$ cat src/rtl/zigbee_mode_sequencer.sv
// Mode sequencer for the Zigbee TOP mux/demux selects and the datapath-block reset.
// Optional keep-alive timeout back to MISSION is enabled by defining ZIGBEE_MODE_TIMEOUT_EN.
module zigbee_mode_sequencer #(
    parameter int RST_CYCLES     = 5,
    parameter int SETTLE_CYCLES  = 2,
    parameter int TIMEOUT_CYCLES = 1024
) (
    input  logic       inClock,
    input  logic       inReset,
    input  logic [2:0] inModeReq,
    input  logic       inModeValid,
    input  logic       inKeepAlive,
    output logic       outBusy,
    output logic       outModeAck,
    output logic       outModeErr,
    output logic [2:0] outModeCur,
    output logic       outBlockRst,
    output logic [2:0] outSEL1,
    output logic [2:0] outSEL2,
    output logic       outSEL3,
    output logic [1:0] outSEL6,
    output logic [1:0] outSEL9,
    output logic       outSEL11,
    output logic       outSEL12,
    output logic [2:0] outSEL15,
    output logic       outSEL17
);

    typedef enum logic [1:0] {
        RUN    = 2'd0,
        HOLD   = 2'd1,
        SETTLE = 2'd2
    } state_t;

    localparam logic [2:0] MODE_MISSION = 3'd0;
    localparam logic [2:0] MODE_ILLEGAL = 3'd7;
    localparam logic [7:0] RST_LOAD     = 8'(RST_CYCLES - 1);
    localparam logic [7:0] SETTLE_LOAD  = (SETTLE_CYCLES > 0) ? 8'(SETTLE_CYCLES - 1) : 8'd0;

    // Packed select word: SEL1, SEL2, SEL3, SEL6, SEL9, SEL11, SEL12, SEL15, SEL17.
    function automatic logic [16:0] sel_lookup(input logic [2:0] mode);
        logic [16:0] sel;
        case (mode)
            3'd1:    sel = {3'b010, 3'b000, 1'b1, 2'b00, 2'b00, 1'b0, 1'b0, 3'b000, 1'b0};
            3'd2:    sel = {3'b001, 3'b001, 1'b1, 2'b00, 2'b00, 1'b0, 1'b0, 3'b001, 1'b0};
            3'd3:    sel = {3'b000, 3'b111, 1'b1, 2'b10, 2'b10, 1'b1, 1'b1, 3'b001, 1'b0};
            3'd4:    sel = {3'b111, 3'b010, 1'b1, 2'b10, 2'b00, 1'b0, 1'b1, 3'b010, 1'b1};
            3'd5:    sel = {3'b011, 3'b011, 1'b1, 2'b11, 2'b11, 1'b1, 1'b0, 3'b011, 1'b0};
            3'd6:    sel = {3'b100, 3'b100, 1'b1, 2'b11, 2'b11, 1'b1, 1'b1, 3'b011, 1'b0};
            default: sel = {3'b000, 3'b000, 1'b0, 2'b00, 2'b00, 1'b0, 1'b0, 3'b000, 1'b0};
        endcase
        return sel;
    endfunction

    state_t      state, state_next;
    logic [7:0]  cnt, cnt_next;
    logic [2:0]  mode_next;
    logic        seq_ack, seq_ack_next;
    logic        err_pend, err_pend_next;
    logic        err_now, err_any;
    logic        ack_next, err_next;
    logic        timeout_hit;
    logic [16:0] sel_reg;

`ifdef ZIGBEE_MODE_TIMEOUT_EN
    localparam int TW = $clog2(TIMEOUT_CYCLES + 1);
    logic [TW-1:0] timer, timer_next;

    // Idle timer only runs while a test mode is live and no keep-alive arrives.
    always_comb begin
        timer_next  = '0;
        timeout_hit = 1'b0;
        if (state == RUN && outModeCur != MODE_MISSION && !inKeepAlive) begin
            timer_next = timer + 1'b1;
            if (timer == TW'(TIMEOUT_CYCLES - 1)) begin
                timeout_hit = 1'b1;
            end
        end
    end
`else
    logic unused_keep_alive;
    assign unused_keep_alive = inKeepAlive ^ (TIMEOUT_CYCLES == 0);
    assign timeout_hit       = 1'b0;
`endif

    always_comb begin
        state_next   = state;
        cnt_next     = cnt;
        mode_next    = outModeCur;
        seq_ack_next = seq_ack;
        ack_next     = 1'b0;
        err_now      = 1'b0;
        case (state)
            RUN: begin
                if (inModeValid) begin
                    if (inModeReq == MODE_ILLEGAL) begin
                        err_now = 1'b1;
                    end else begin
                        mode_next    = inModeReq;
                        cnt_next     = RST_LOAD;
                        state_next   = HOLD;
                        seq_ack_next = 1'b1;
                    end
                end else if (timeout_hit) begin
                    mode_next    = MODE_MISSION;
                    cnt_next     = RST_LOAD;
                    state_next   = HOLD;
                    seq_ack_next = 1'b0;
                    err_now      = 1'b1;
                end
            end
            HOLD: begin
                err_now = inModeValid;
                if (cnt == 8'd0) begin
                    if (SETTLE_CYCLES == 0) begin
                        state_next = RUN;
                        ack_next   = seq_ack;
                    end else begin
                        state_next = SETTLE;
                        cnt_next   = SETTLE_LOAD;
                    end
                end else begin
                    cnt_next = cnt - 8'd1;
                end
            end
            SETTLE: begin
                err_now = inModeValid;
                if (cnt == 8'd0) begin
                    state_next = RUN;
                    ack_next   = seq_ack;
                end else begin
                    cnt_next = cnt - 8'd1;
                end
            end
            default: begin
                state_next = HOLD;
                cnt_next   = RST_LOAD;
                mode_next  = MODE_MISSION;
            end
        endcase
        // A drop that lands on the ack cycle is deferred one cycle so ack and err never overlap.
        err_any       = err_now | err_pend;
        err_next      = err_any & ~ack_next;
        err_pend_next = err_any & ack_next;
    end

    always_ff @(posedge inClock) begin
        if (inReset) begin
            state       <= HOLD;
            cnt         <= RST_LOAD;
            seq_ack     <= 1'b0;
            err_pend    <= 1'b0;
            outModeCur  <= MODE_MISSION;
            outBusy     <= 1'b1;
            outBlockRst <= 1'b1;
            outModeAck  <= 1'b0;
            outModeErr  <= 1'b0;
            sel_reg     <= sel_lookup(MODE_MISSION);
`ifdef ZIGBEE_MODE_TIMEOUT_EN
            timer       <= '0;
`endif
        end else begin
            state       <= state_next;
            cnt         <= cnt_next;
            seq_ack     <= seq_ack_next;
            err_pend    <= err_pend_next;
            outModeCur  <= mode_next;
            outBusy     <= (state_next != RUN);
            outBlockRst <= (state_next == HOLD);
            outModeAck  <= ack_next;
            outModeErr  <= err_next;
            sel_reg     <= sel_lookup(mode_next);
`ifdef ZIGBEE_MODE_TIMEOUT_EN
            timer       <= timer_next;
`endif
        end
    end

    assign {outSEL1, outSEL2, outSEL3, outSEL6, outSEL9,
            outSEL11, outSEL12, outSEL15, outSEL17} = sel_reg;

endmodule
$ cat config.mk
export PLATFORM = sky130hd
export DESIGN_NAME = zigbee_mode_sequencer
export DESIGN_NICKNAME = d
export VERILOG_FILES = /design/src/rtl/zigbee_mode_sequencer.sv
export SDC_FILE = /design/constraint.sdc
export NUM_CORES = 1
export LEC_CHECK = 0
export ABC_AREA = 0
export CORE_ASPECT_RATIO = 0.75
export CORE_MARGIN = 2
export CORE_UTILIZATION = 30
export DETAILED_ROUTE_END_ITERATION = 12
export GPL_TIMING_DRIVEN = 0
export HOLD_SLACK_MARGIN = 0.06
export PLACE_DENSITY = 0.61
export SLEW_MARGIN = 20
export SYNTH_ARGS = -nofsm -noshare
export SYNTH_HDL_FRONTEND = slang
export SYNTH_SLANG_ARGS = --single-unit
$ cat constraint.sdc
create_clock -name inClock -period 2.3 [get_ports inClock]
set_input_delay 0.23 -clock inClock [delete_from_list [all_inputs] [get_ports inClock]]
set_output_delay 0.23 -clock inClock [all_outputs]
set_load 0.03 [all_outputs]
# Word-level counts from Yosys, hierarchy flattened
# Index checks and enable logic that the tools add are counted.
# word_totals
latch_bits,0
ff_bits,36
out_inout_bits,24
mem_bits_rw,0
elab_cells,54
mem_count,0
in_bits,7
rom_bits,0
# classes
addsub,1
reduce_logical,6
bitwise,5
magnitude_cmp,0
shifts,0
n_div,0
muxes,19
eq_ne,13
n_mul,0
# ops
operator,count
$pmux 17 s6,1
$mux 8,4
$pmux 8 s3,1
$eq 3x3->1 const B,4
$logic_not 8->1,1
$mux 2,4
$sub 8x1->8 const B,1
$eq 3x2->1 const B,2
$mux 3,2
$ne 2x2->1 const B,3
$pmux 2 s3,1
$pmux 3 s2,1
$reduce_and 3->1,2
$eq 2x1->1 const B,2
$mux 1,4
$eq 3x1->1 const B,1
$and 1x1->1,2
$eq 2x2->1 const B,1
$logic_not 2->1,1
$not 1->1,2
$pmux 1 s2,1
$reduce_bool 2->1,1
$reduce_or 2->1,1
$or 1x1->1,1

# Longest topological paths before layout
# depth
word_depth,6
mapped_depth,8

# Worst setup path before layout
# No wires, ideal clock.
# synth_timing
path_type,flip-flop to flip-flop
start,reg state[0]
end,reg sel_reg[7]
arrival_time_ns,1.676
synth_period_minus_slack_ns,1.747
setup_ns,0.071
setup_slack_ns,0.553
stages_incl_launch_ff,8
n_path_buf,1
path_cell_list,dfxtp_1 > inv_1 > ha_1 > buf_2 > a22oi_1 > nor3_2 > nand2_1 > o2bb2ai_1
# synth_between
elab_chain_len,5
elab_cells_between_ends,12
classes_between,eq/ne: 8; mux: 2; reduce/logical: 2
# synth_lines
item,line,source
from (decl),55,"state_t state, state_next;"
from (signal assigned),163,state <= state_next;
$eq 2x2->1 / $eq 2x1->1 (equally long branches),93,case (state)
$reduce_or 2->1 (no line),-,
$pmux 3 s2 *,93,
$eq 3x3->1 (tied with other cells),43,case (mode)
$pmux 17 s6 *,43,
to (signal assigned),158,sel_reg <= sel_lookup(MODE_MISSION);
to (signal assigned),172,sel_reg <= sel_lookup(mode_next);
to (decl),63,logic [16:0] sel_reg;
# Every way passes the cells marked *; elsewhere a longest branch is shown, timed or not.
# A chain may end at the register's enable or synchronous reset.

# Final worst setup path
# layout_timing
start,reg state[0]
end,reg sel_reg[4]
# Same word-level chain as after synthesis.

==> results.env <==
AREAGROWTHSYNTHTOFINISH_PCT=29.4
SEQ_POWER_SHARE_PCT=34.3
NET_SWITCHING_POWER_W=0.000927
SETUP_VIOL_COUNT_FINAL=0
TOTALNEGATIVESETUPSLACK_NS=0
INITIAL_CORE_UTIL_PCT=30.9
TIMING.FINAL.MAX_SLEW_VIOLATIONS=0
FINALWEIGHTEDCONGESTION=0.774
WORSTMARGINPINSLEW_NS=0.545
PREDOMINANT_POST_SYNTHESIS_FLOP_CELL='sky130_fd_sc_hd__dfxtp_1'
DESIGN.FINAL.NETS=219
TIMING.FMAX_MHz=499
TIMING.FINAL.CRIT_SHARE_PCT=87.2
POST_SYNTH_EDFFS=0
R2R.WORST_PATH.CELLS=7
WL_PER_CELL_UM=12.2
SYNTH.CELL_AREA_SQ_MM=0.00150
GRT_ANTENNA_BEFORE_REPAIR=0
OUTCOME='finished clean'
SYNTHESIS.AREA_PER_INSTANCE_SQ_UM=8.79
SETUP_WS_NS=0.295
CLOCK_SINK_COUNT=33
NUMBER_OF_HOLD_REPAIR_BUFFERS_ADDED_AT_THE_CTS_STAGE=0
DRIVE_GT1_SHARE_PCT=9.66
DIE_H_UM=65.3
START_KIND='flip-flop'
ASYNC_RESET_FF_SHARE_PCT=0
FINAL-HOLD-VIOLATION-COUNT=0
LARGEST_REG_FLOPS=14
REPORT.POWER.TOTAL_W=0.00227
WORST_EP_REQUIRED_TIME_NS=2.51
POST_DETAILED_ROUTE_COUNT_OF_ANTENNA_VIOLATING_NETS=0
NUM_ANTENNA_CELLS=0
H-TREE-DEPTH=2
SYN-NUM-NETS=184
DRT_WL_TOTAL_UM=3260
CTS-BUFFERS-INSERTED=5
INTERNAL_POWER_W=0.00135
YOSYSSEQAREASHARE_PCT=43.9
CLOCK_TREE.BUFFER_DEPTH=2
COMB_POWER_SHARE_PCT=47.7
GROUTE.USAGE.OVERALL_PCT=12.9
LEAKAGE_nW=0.732
DIE_OUTLINE_AREA_SQ_MM=0.00560
DETAILEDROUTE.FIRSTPASSITERATIONCOUNT=6
WORST_IR_DROP_VDD_mV=0.392
YOSYS_WARNINGS=0
TRITONCTS='yes'
CTS-ROOT-BUF='sky130_fd_sc_hd__clkbuf_8'
POST-CTS-SETUP-BUFFER-COUNT=0
POWER_SWITCHING_SHARE_PCT=40.8
GRT_REMAINING_OVERFLOW=0
VIA_COUNT_OF_THE_FIRST_GLOBAL_ROUTING_PASS=1203
FIN_HOLD_WS_NS=0.488
TOTAL_OF_BUFFERS_PLACED_ON_INPUT_AND_OUTPUT_PORTS=28
FINAL.MIN_CLOCK_PERIOD_NS=2.01
TIMING.MAX_SLEW.REL_SLACK_PCT=63.4
TIMING.CRITICAL_PATH.CELLS='inv_1 > ha_1 > buf_2 > o21ai_0 > o21ai_1 > nand3_1 > a21oi_1'
DRT_DRC_VIOLATIONS_LEFT=0
YOSYS_REGISTER_BITS=33
GRT_SETUP_UNREPAIRED='no'
CPMAXSTAGEDELAYCELL='sky130_fd_sc_hd__o21ai_1'
YOSYS.CELL_TYPES.COUNT=44
ROUTE.VIAS.TOTAL=1306
WIRE_LENGTH_OF_THE_FIRST_GLOBAL_ROUTING_PASS_UM=5580
CRIT_PATH_MAX_INCR_DELAY_NS=0.46
GRT_START_MAX_NET_PINS=11
WORST_SETUP_HOLD_PATH_CLK_SLEW_NS=0.06
DIE_WIDTH_UM=85.8
ROWS=22
POSTSYNTHCELLCOUNT=171
MIN-DELAY-PATH-CLASS='reg2reg'
FINALCLOCKSKEW_NS=0.00433
WORST-ENDPOINT-ARRIVAL_NS=2.21
VIA_PER_INST=4.89
WORST_SKEW_PAIR.LATE_LATENCY_NS=0.28
CORE_SQ_MM=0.00487
CTS_RESIZED=0
PLACE_WORST_SETUP_SLACK_NS=0.0353
BOUNDARYPINS=31
WORST_HOLD_PATH.NUM_CELLS=2
CRITICALPATHCATEGORY='reg2reg'
TIMING.CRITICAL_PATH.TO_TYPE='flip-flop'
POWER_PER_CELL_AREA_mW_PER_MM2=1170
CRITICAL_PATH.MAX_FANOUT=8
CLKPWRFRAC_PCT=18.0
CAP_VIOLATIONS=0
DETAILED_PLACE_HPWL_UM=2400
INITIALDRTVIOLATIONCOUNT=70
==> through the flow <==
step / utilization [%] / cell area, sq um / instances
floorplan: - / 1500 / 171
global placement: 38.2 / 1860 / 259
detailed placement: 38.2 / 1860 / 259
CTS: 39.8 / 1940 / 267
global route: 39.9 / 1950 / 267
finish: 39.9 / 1950 / 267
==> placed cells by master (no fill, tap or decap), types with 3 or more instances in the layout <==
cell	instances
sky130_fd_sc_hd__a21oi_1	17
sky130_fd_sc_hd__clkdlybuf4s50_1	28
sky130_fd_sc_hd__nor3_1	7
sky130_fd_sc_hd__buf_4	4
sky130_fd_sc_hd__clkbuf_1	6
sky130_fd_sc_hd__xor2_1	3
sky130_fd_sc_hd__nand4_1	4
sky130_fd_sc_hd__o21ai_0	5
sky130_fd_sc_hd__nand2_1	8
sky130_fd_sc_hd__dfxtp_1	33
sky130_fd_sc_hd__inv_1	8
sky130_fd_sc_hd__nor2_1	22
sky130_fd_sc_hd__nand3_1	7
sky130_fd_sc_hd__a21o_1	4
sky130_fd_sc_hd__ha_1	6
sky130_fd_sc_hd__clkbuf_8	5
sky130_fd_sc_hd__o21ai_1	3
sky130_fd_sc_hd__nand3b_1	3
==> logic make-up (layout without fill, tap and decap cells) <==
kind of cell / count (synthesis) / in the layout / synth area share (%)
and+or+nand+nor: 64 / 64 / 22.7
xor gates and xnor gates: 5 / 5 / 2.91
DFF: 33 / 33 / 43.9
AOI/OAI and AO/OA: 43 / 43 / 18.4
other: 1 / 1 / 0.249
buffers and inverters: 17 / 53 / 5.41
adders and majority gates: 6 / 6 / 4.99
muxes: 2 / 2 / 1.41
==> path summary, 6_finish.rpt <==
path / to / start / slack, ns
max reg2reg: sel_reg[4]$_SDFF_PP0_ / state[0]$_SDFF_PP1_ / 0.29
min reg2reg: outModeAck$_SDFF_PP0_ / seq_ack$_SDFFE_PP0P_ / 0.49
max: sel_reg[4]$_SDFF_PP0_ / state[0]$_SDFF_PP1_ / 0.29
min: outModeAck$_SDFF_PP0_ / seq_ack$_SDFFE_PP0P_ / 0.49
==> power groups by stage <==
stage	Clock [W]	Combinational, W	Sequential [W]
after global routing	0.000443	0.00120	0.000797
after global placement	0	0.00107	0.000788
after detailed placement	0	0.00107	0.000791
after CTS	0.000425	0.00108	0.000782
final	0.000409	0.00108	0.000780
after floorplan	0	0.000696	0.000883
==> routing by layer <==
| layer | vias to the layer above | wire, um | part of all wire, % | track usage (%) |
|---|---|---|---|---|
| met5 | - | 0 | 0 | 0 |
| met4 | 0 | 70 | 2.1 | 5.95 |
| met3 | 7 | 150 | 4.6 | 3.89 |
| met2 | 32 | 1260 | 39 | 17.7 |
| met1 | 601 | 1780 | 55 | 18.3 |
| li1 | 666 | - | - | - |
==> cells in the mapped netlist (2+ instances only) <==
| cell | number | share of area, % |
|---|---|---|
| sky130_fd_sc_hd__xnor2_1 | 2 | 1.2 |
| sky130_fd_sc_hd__nand2_1 | 8 | 2.0 |
| sky130_fd_sc_hd__o21ai_0 | 5 | 1.7 |
| sky130_fd_sc_hd__a31oi_1 | 2 | 0.83 |
| sky130_fd_sc_hd__clkbuf_1 | 3 | 0.75 |
| sky130_fd_sc_hd__dfxtp_1 | 33 | 44 |
| sky130_fd_sc_hd__nand4_1 | 4 | 1.7 |
| sky130_fd_sc_hd__o21ai_1 | 3 | 1.0 |
| sky130_fd_sc_hd__inv_1 | 8 | 2.0 |
| sky130_fd_sc_hd__nor2_1 | 22 | 5.5 |
| sky130_fd_sc_hd__nand3b_1 | 3 | 1.5 |
| sky130_fd_sc_hd__nor2b_1 | 2 | 0.83 |
| sky130_fd_sc_hd__a21oi_1 | 17 | 5.7 |
| sky130_fd_sc_hd__buf_4 | 4 | 2.0 |
| sky130_fd_sc_hd__buf_2 | 2 | 0.67 |
| sky130_fd_sc_hd__xor2_1 | 3 | 1.7 |
| sky130_fd_sc_hd__or2_2 | 2 | 0.83 |
| sky130_fd_sc_hd__nand3_1 | 7 | 2.3 |
| sky130_fd_sc_hd__a21o_1 | 4 | 2.0 |
| sky130_fd_sc_hd__ha_1 | 6 | 5.0 |
| sky130_fd_sc_hd__nor3_1 | 7 | 2.3 |
| sky130_fd_sc_hd__a21boi_0 | 2 | 1.0 |
==> critical path, delay by kind of cell (launching register included) <==
kind / cells / cell delay [ns]
compound gates: 3 / 0.76
buf+inv: 2 / 0.29
simple gates: 1 / 0.22
flops: 1 / 0.38
fa+ha+maj: 1 / 0.27
==> cell type report <==
cell class,instances,area (sq um)
Buffer,9,51.3
Clock buffer,8,80.1
Fill cell,479,2930
Inverter,8,30.0
Multi-Input combinational cell,121,768
Sequential cell,33,661
Tap cell,60,75.1
Timing Repair Buffer,28,280
(Power assumes the default switching activity.)
